`src/rtl/mips_muldiv.sv`:
```
// Iterative MIPS multiply/divide unit with HI/LO registers (shift-add multiply, restoring divide).
// Define MULDIV_ZERO_SHORTCUT_EN to finish divide-by-zero one edge after start.
module mips_muldiv #(
  parameter int unsigned WIDTH = 32
) (
  input  logic             clock,
  input  logic             reset,
  input  logic             start,
  input  logic [1:0]       op,
  input  logic [WIDTH-1:0] src_a,
  input  logic [WIDTH-1:0] src_b,
  input  logic             mthi,
  input  logic             mtlo,
  output logic             busy,
  output logic             done,
  output logic             div_zero,
  output logic [WIDTH-1:0] hi,
  output logic [WIDTH-1:0] lo
);

  localparam int unsigned CntW = $clog2(WIDTH);

  typedef enum logic [1:0] {StIdle, StRun, StFix} state_e;

  state_e                 state;
  logic [CntW-1:0]        count;
  // Multiply: {accumulator, multiplier}; divide: {partial remainder, dividend/quotient}.
  logic [2*WIDTH-1:0]     prod;
  logic [WIDTH-1:0]       a_q;
  logic [WIDTH-1:0]       b_q;
  logic                   is_div;
  logic                   neg;
  logic                   rneg;
  logic                   divz;

  logic                   sa;
  logic                   sb;
  logic [WIDTH-1:0]       a_abs;
  logic [WIDTH-1:0]       b_abs;
  logic                   b_zero;
  logic                   go_fix;
  logic [WIDTH-1:0]       addend;
  logic [WIDTH:0]         mul_sum;
  logic [2*WIDTH-1:0]     mul_step;
  logic [WIDTH:0]         div_shift;
  logic                   div_ge;
  logic [WIDTH-1:0]       div_diff;
  logic [2*WIDTH-1:0]     div_step;
  logic [2*WIDTH-1:0]     mul_res;
  logic [WIDTH-1:0]       fix_hi;
  logic [WIDTH-1:0]       fix_lo;

  always_comb begin
    sa     = ~op[0] & src_a[WIDTH-1];
    sb     = ~op[0] & src_b[WIDTH-1];
    a_abs  = sa ? -src_a : src_a;
    b_abs  = sb ? -src_b : src_b;
    b_zero = (src_b == '0);
`ifdef MULDIV_ZERO_SHORTCUT_EN
    go_fix = op[1] & b_zero;
`else
    go_fix = 1'b0;
`endif

    addend   = prod[0] ? a_q : '0;
    mul_sum  = {1'b0, prod[2*WIDTH-1:WIDTH]} + {1'b0, addend};
    mul_step = {mul_sum, prod[WIDTH-1:1]};

    // Remainder stays below the divisor, so the low WIDTH bits of the difference are exact.
    div_shift = prod[2*WIDTH-1:WIDTH-1];
    div_ge    = (div_shift >= {1'b0, b_q});
    div_diff  = div_shift[WIDTH-1:0] - b_q;
    div_step  = {(div_ge ? div_diff : div_shift[WIDTH-1:0]), prod[WIDTH-2:0], div_ge};

    mul_res = neg ? -prod : prod;
    if (divz) begin
      fix_hi = rneg ? -a_q : a_q;
      fix_lo = '1;
    end else if (is_div) begin
      fix_hi = rneg ? -prod[2*WIDTH-1:WIDTH] : prod[2*WIDTH-1:WIDTH];
      fix_lo = neg ? -prod[WIDTH-1:0] : prod[WIDTH-1:0];
    end else begin
      fix_hi = mul_res[2*WIDTH-1:WIDTH];
      fix_lo = mul_res[WIDTH-1:0];
    end
  end

  always_ff @(posedge clock or posedge reset) begin
    if (reset) begin
      state    <= StIdle;
      count    <= '0;
      prod     <= '0;
      a_q      <= '0;
      b_q      <= '0;
      is_div   <= 1'b0;
      neg      <= 1'b0;
      rneg     <= 1'b0;
      divz     <= 1'b0;
      busy     <= 1'b0;
      done     <= 1'b0;
      div_zero <= 1'b0;
      hi       <= '0;
      lo       <= '0;
    end else begin
      done     <= 1'b0;
      div_zero <= 1'b0;
      case (state)
        StIdle: begin
          if (start) begin
            is_div <= op[1];
            neg    <= sa ^ sb;
            rneg   <= sa;
            divz   <= op[1] & b_zero;
            a_q    <= a_abs;
            b_q    <= b_abs;
            prod   <= op[1] ? {{WIDTH{1'b0}}, a_abs} : {{WIDTH{1'b0}}, b_abs};
            count  <= '0;
            busy   <= 1'b1;
            state  <= go_fix ? StFix : StRun;
          end else begin
            if (mthi) hi <= src_a;
            if (mtlo) lo <= src_a;
          end
        end
        StRun: begin
          prod  <= is_div ? div_step : mul_step;
          count <= count + CntW'(1);
          if (count == CntW'(WIDTH - 1)) state <= StFix;
        end
        StFix: begin
          hi       <= fix_hi;
          lo       <= fix_lo;
          done     <= 1'b1;
          div_zero <= divz;
          busy     <= 1'b0;
          state    <= StIdle;
        end
        default: state <= StIdle;
      endcase
    end
  end

endmodule
```
`config.mk`:
```
export PLATFORM = sky130hd
export DESIGN_NAME = mips_muldiv
export DESIGN_NICKNAME = d
export VERILOG_FILES = /design/src/rtl/mips_muldiv.sv
export SDC_FILE = /design/constraint.sdc
export NUM_CORES = 1
export LEC_CHECK = 0
export ABC_CLOCK_PERIOD_IN_PS = 9000
export CORE_MARGIN = 2
export CORE_UTILIZATION = 50
export CTS_CLUSTER_SIZE = 16
export DETAILED_ROUTE_END_ITERATION = 6
export PLACE_DENSITY = 0.7
export SLEW_MARGIN = 20
export SYNTH_ARGS = -nofsm -noshare
export SYNTH_HDL_FRONTEND = slang
export SYNTH_SLANG_ARGS = --single-unit
export TNS_END_PERCENT = 5
```
`constraint.sdc`:
```
create_clock -name clock -period 9 [get_ports clock]
set_input_delay 1.35 -clock clock [delete_from_list [all_inputs] [get_ports clock]]
set_output_delay 1.35 -clock clock [all_outputs]
set_load 0.02 [all_outputs]
```
==> qor.yml <==
antenna_cells: 0
overflow: 0
ctsHoldBuffers: 0
cts_buffers: 26
slew_viol_final: 0
synthXorXnorAreaFrac_pct: 10.5
path_max_fanout: 32
synth_top_area_cell: "dfrtp_1"
post-place-ws_ns: 4.50
synth_edf_count: 0
wl_mm: 63.1
antenna_found_initial: 0
cp-end-kind: "flip-flop"
setup_tns_ns: 0
drive_gt1_share_pct: 5.26
die_h_um: 186
postCtsSetupBuffers: 0
drt_iter0_markers: 2119
status: "finished, final reports clean"
start_kind: "flip-flop"
synth_top_family_by_area: "compound AO/OA/AOI/OAI gates"
nets: 2254
cpPeakStageDelay_ns: 0.89
route.vias.total: 16528
ys_warn_count: 0
avgSynthCellArea_um2: 8.06
first_global_vias: 15580
worstMarginPinSlew_ns: 1.19
finalHoldViolCount: 0
grt_pass1_wl_mm: 95.2
vdd_drop_max_mv: 0.249
leakage_nw: 7.97
syn_area_um2: 16600
path_cells: "buf_4 > and2_1 > ha_1 > and2_1 > o21ai_1 > o311ai_1 > a221oi_1 > o21ai_1 > a21boi_0 > o21ai_1 > xnor2_1 > a221o_1"
fin_skew_ns: 0.0205
maxCapViolCount: 0
rsz0062_at_grt: "no"
start_util_pct: 50.8
synth-simple-area-share_pct: 19.2
layout_setup_ws_ns: 4.80
slew_headroom_pct: 20.4
track_usage_pct: 36.2
critPathSlowestCell: "a221oi_1"
clock-sinks: 206
dp_hpwl_mm: 47.6
period_needed_ns: 4.20
die_area_um2: 34600
crit_top_cell: "o21ai_1"
cp.arrival_ns: 4.63
worstSetupPathType: "reg -> reg"
power.density_nw_per_um2: 426
io_buffers: 137
yosysTopAreaCellShare_pct: 31.1
syn-num-nets: 2202
design.core.area_um2: 32600
hold_class: "reg -> reg"
ff2ff_setup_slack_ns: 4.80
cts-resized-gates: 0
synthMuxAreaShare_pct: 4.33
synth_compound_area_share_pct: 24.4
syn2layout_area_growth_pct: 14.9
async_reset_ff_share_pct: 100
yosysMostFrequentCell: "nand2_1"
detail_route.drc_violations: 0
cts.path.max_buffers: 3
avgViaCountPerCell: 6.43
final_cell_area_um2: 19100
place.gp.congestion: 1.01
rows: 66
root_buffer: "clkbuf_16"
yosysSeqAreaShare_pct: 31.1
syn_inst: 2058
firstDrtPassIters: 6
period_share_pct: 46.7
synth_seq_cells: 206
cp_data_required_time_ns: 9.42
cts_tree: "yes"
ios: 138
synthTopCellsByCount: "239 x nand2_1, 206 x dfrtp_1, 199 x o21ai_0"
synthTopCellsByArea: "dfrtp_1 31%, xnor2_1 6.7%, o21ai_0 6.0%, nand2_1 5.4%, ha_1 5.4%"
setup_viol: 0
dpl_cell_area_um2: 18200
grt_max_degree: 117
fmax_ghz: 0.238
wire_per_inst_um: 24.5
h-tree-depth: 1
ant_nets: 0
yosysUniqueCellTypes: 89
cts.reportedPaths.clkPinSlew_ns: 0.06
yosys.area_share.adder_pct: 5.60
clock_latency_ns: 0.55
die_w_um: 186
yosys_most_used_dff: "dfrtp_1"
-- flip-flops by register name, summed over array words and instances (netlist names), 2 cells and up --
register,count
a_q,32
hi,32
lo,32
count,5
b_q,32
state,2
prod,64
-- layout make-up --
class                   count  area, µm²
clock inverters             7       63.8
multi-input cells        1643      10600
clock buffers              40        815
well taps                 442        553
flip-flops and latches    206       5160
inverters                  74        285
fillers                  3034      13600
repair buffers            159       1530
-- metrics by stage --
stage | util [%] | power, mW | hold slack (ns) | std cells
3_3_place_gp | 55.7 | 6.82 | 0.463 | 2524
2_1_floorplan | - | 5.31 | 0.449 | 2058
3_5_place_dp | 55.7 | 6.90 | 0.470 | 2524
6_report | 58.4 | 8.12 | 0.478 | 2571
4_1_cts | 58.4 | 8.01 | 0.477 | 2571
5_1_grt | 58.4 | 8.66 | 0.512 | 2571
-- metal layers --
layer,part of all wire [%],global-route usage [%]
met1,41,50.2
met2,44,54.9
met3,10,7.34
met4,4.6,15.2
met5,0,0
-- layout by cell type, fill, tap and decap left out, types with 31 or more instances in the layout --
cell type        instances
a21oi_1                136
and2_1                  40
clkdlybuf4s50_1        136
dfrtp_1                205
ha_1                    71
inv_1                   70
mux2i_1                 65
nand2_1                238
nand3_1                 31
nor2_1                 114
nor3_1                  37
o21ai_0                199
o21ai_1                 64
o31ai_1                 32
xnor2_1                126
xor2_1                  71
-- worst paths after layout --
path | from | to | depth (start not counted)
max in group asynchronous | reset | is_div | 3
min in group asynchronous | reset | lo[28] | 2
worst min register to register | lo[21] | lo[21] | 1
worst max-delay path | prod[0] | prod[51] | 12
worst max register to register | prod[0] | prod[51] | 12
worst min-delay path | lo[21] | lo[21] | 1
-- cells by family after synthesis --
group,Yosys count
AOI/OAI and AO/OA,658
and+or+nand+nor,643
buffers and inverters,209
DFF,206
xor gates and xnor gates,198
adders and majority gates,73
muxes,71
-- worst max-delay path: cells and delay by family, from the launching register on --
family | cells | cell delay, ns
fa+ha+maj | 1 | 0.28
simple gates | 2 | 0.41
xor+xnor | 1 | 0.15
flops | 1 | 0.43
compound gates | 7 | 2.45
buf+inv | 1 | 0.36
-- power by group --
part,switching (mW),internal (mW),total [mW]
Clock,0.428,0.647,1.08
Sequential,0.664,1.36,2.02
Combinational,2.95,2.07,5.02
Power figures use the tool's default switching activity.
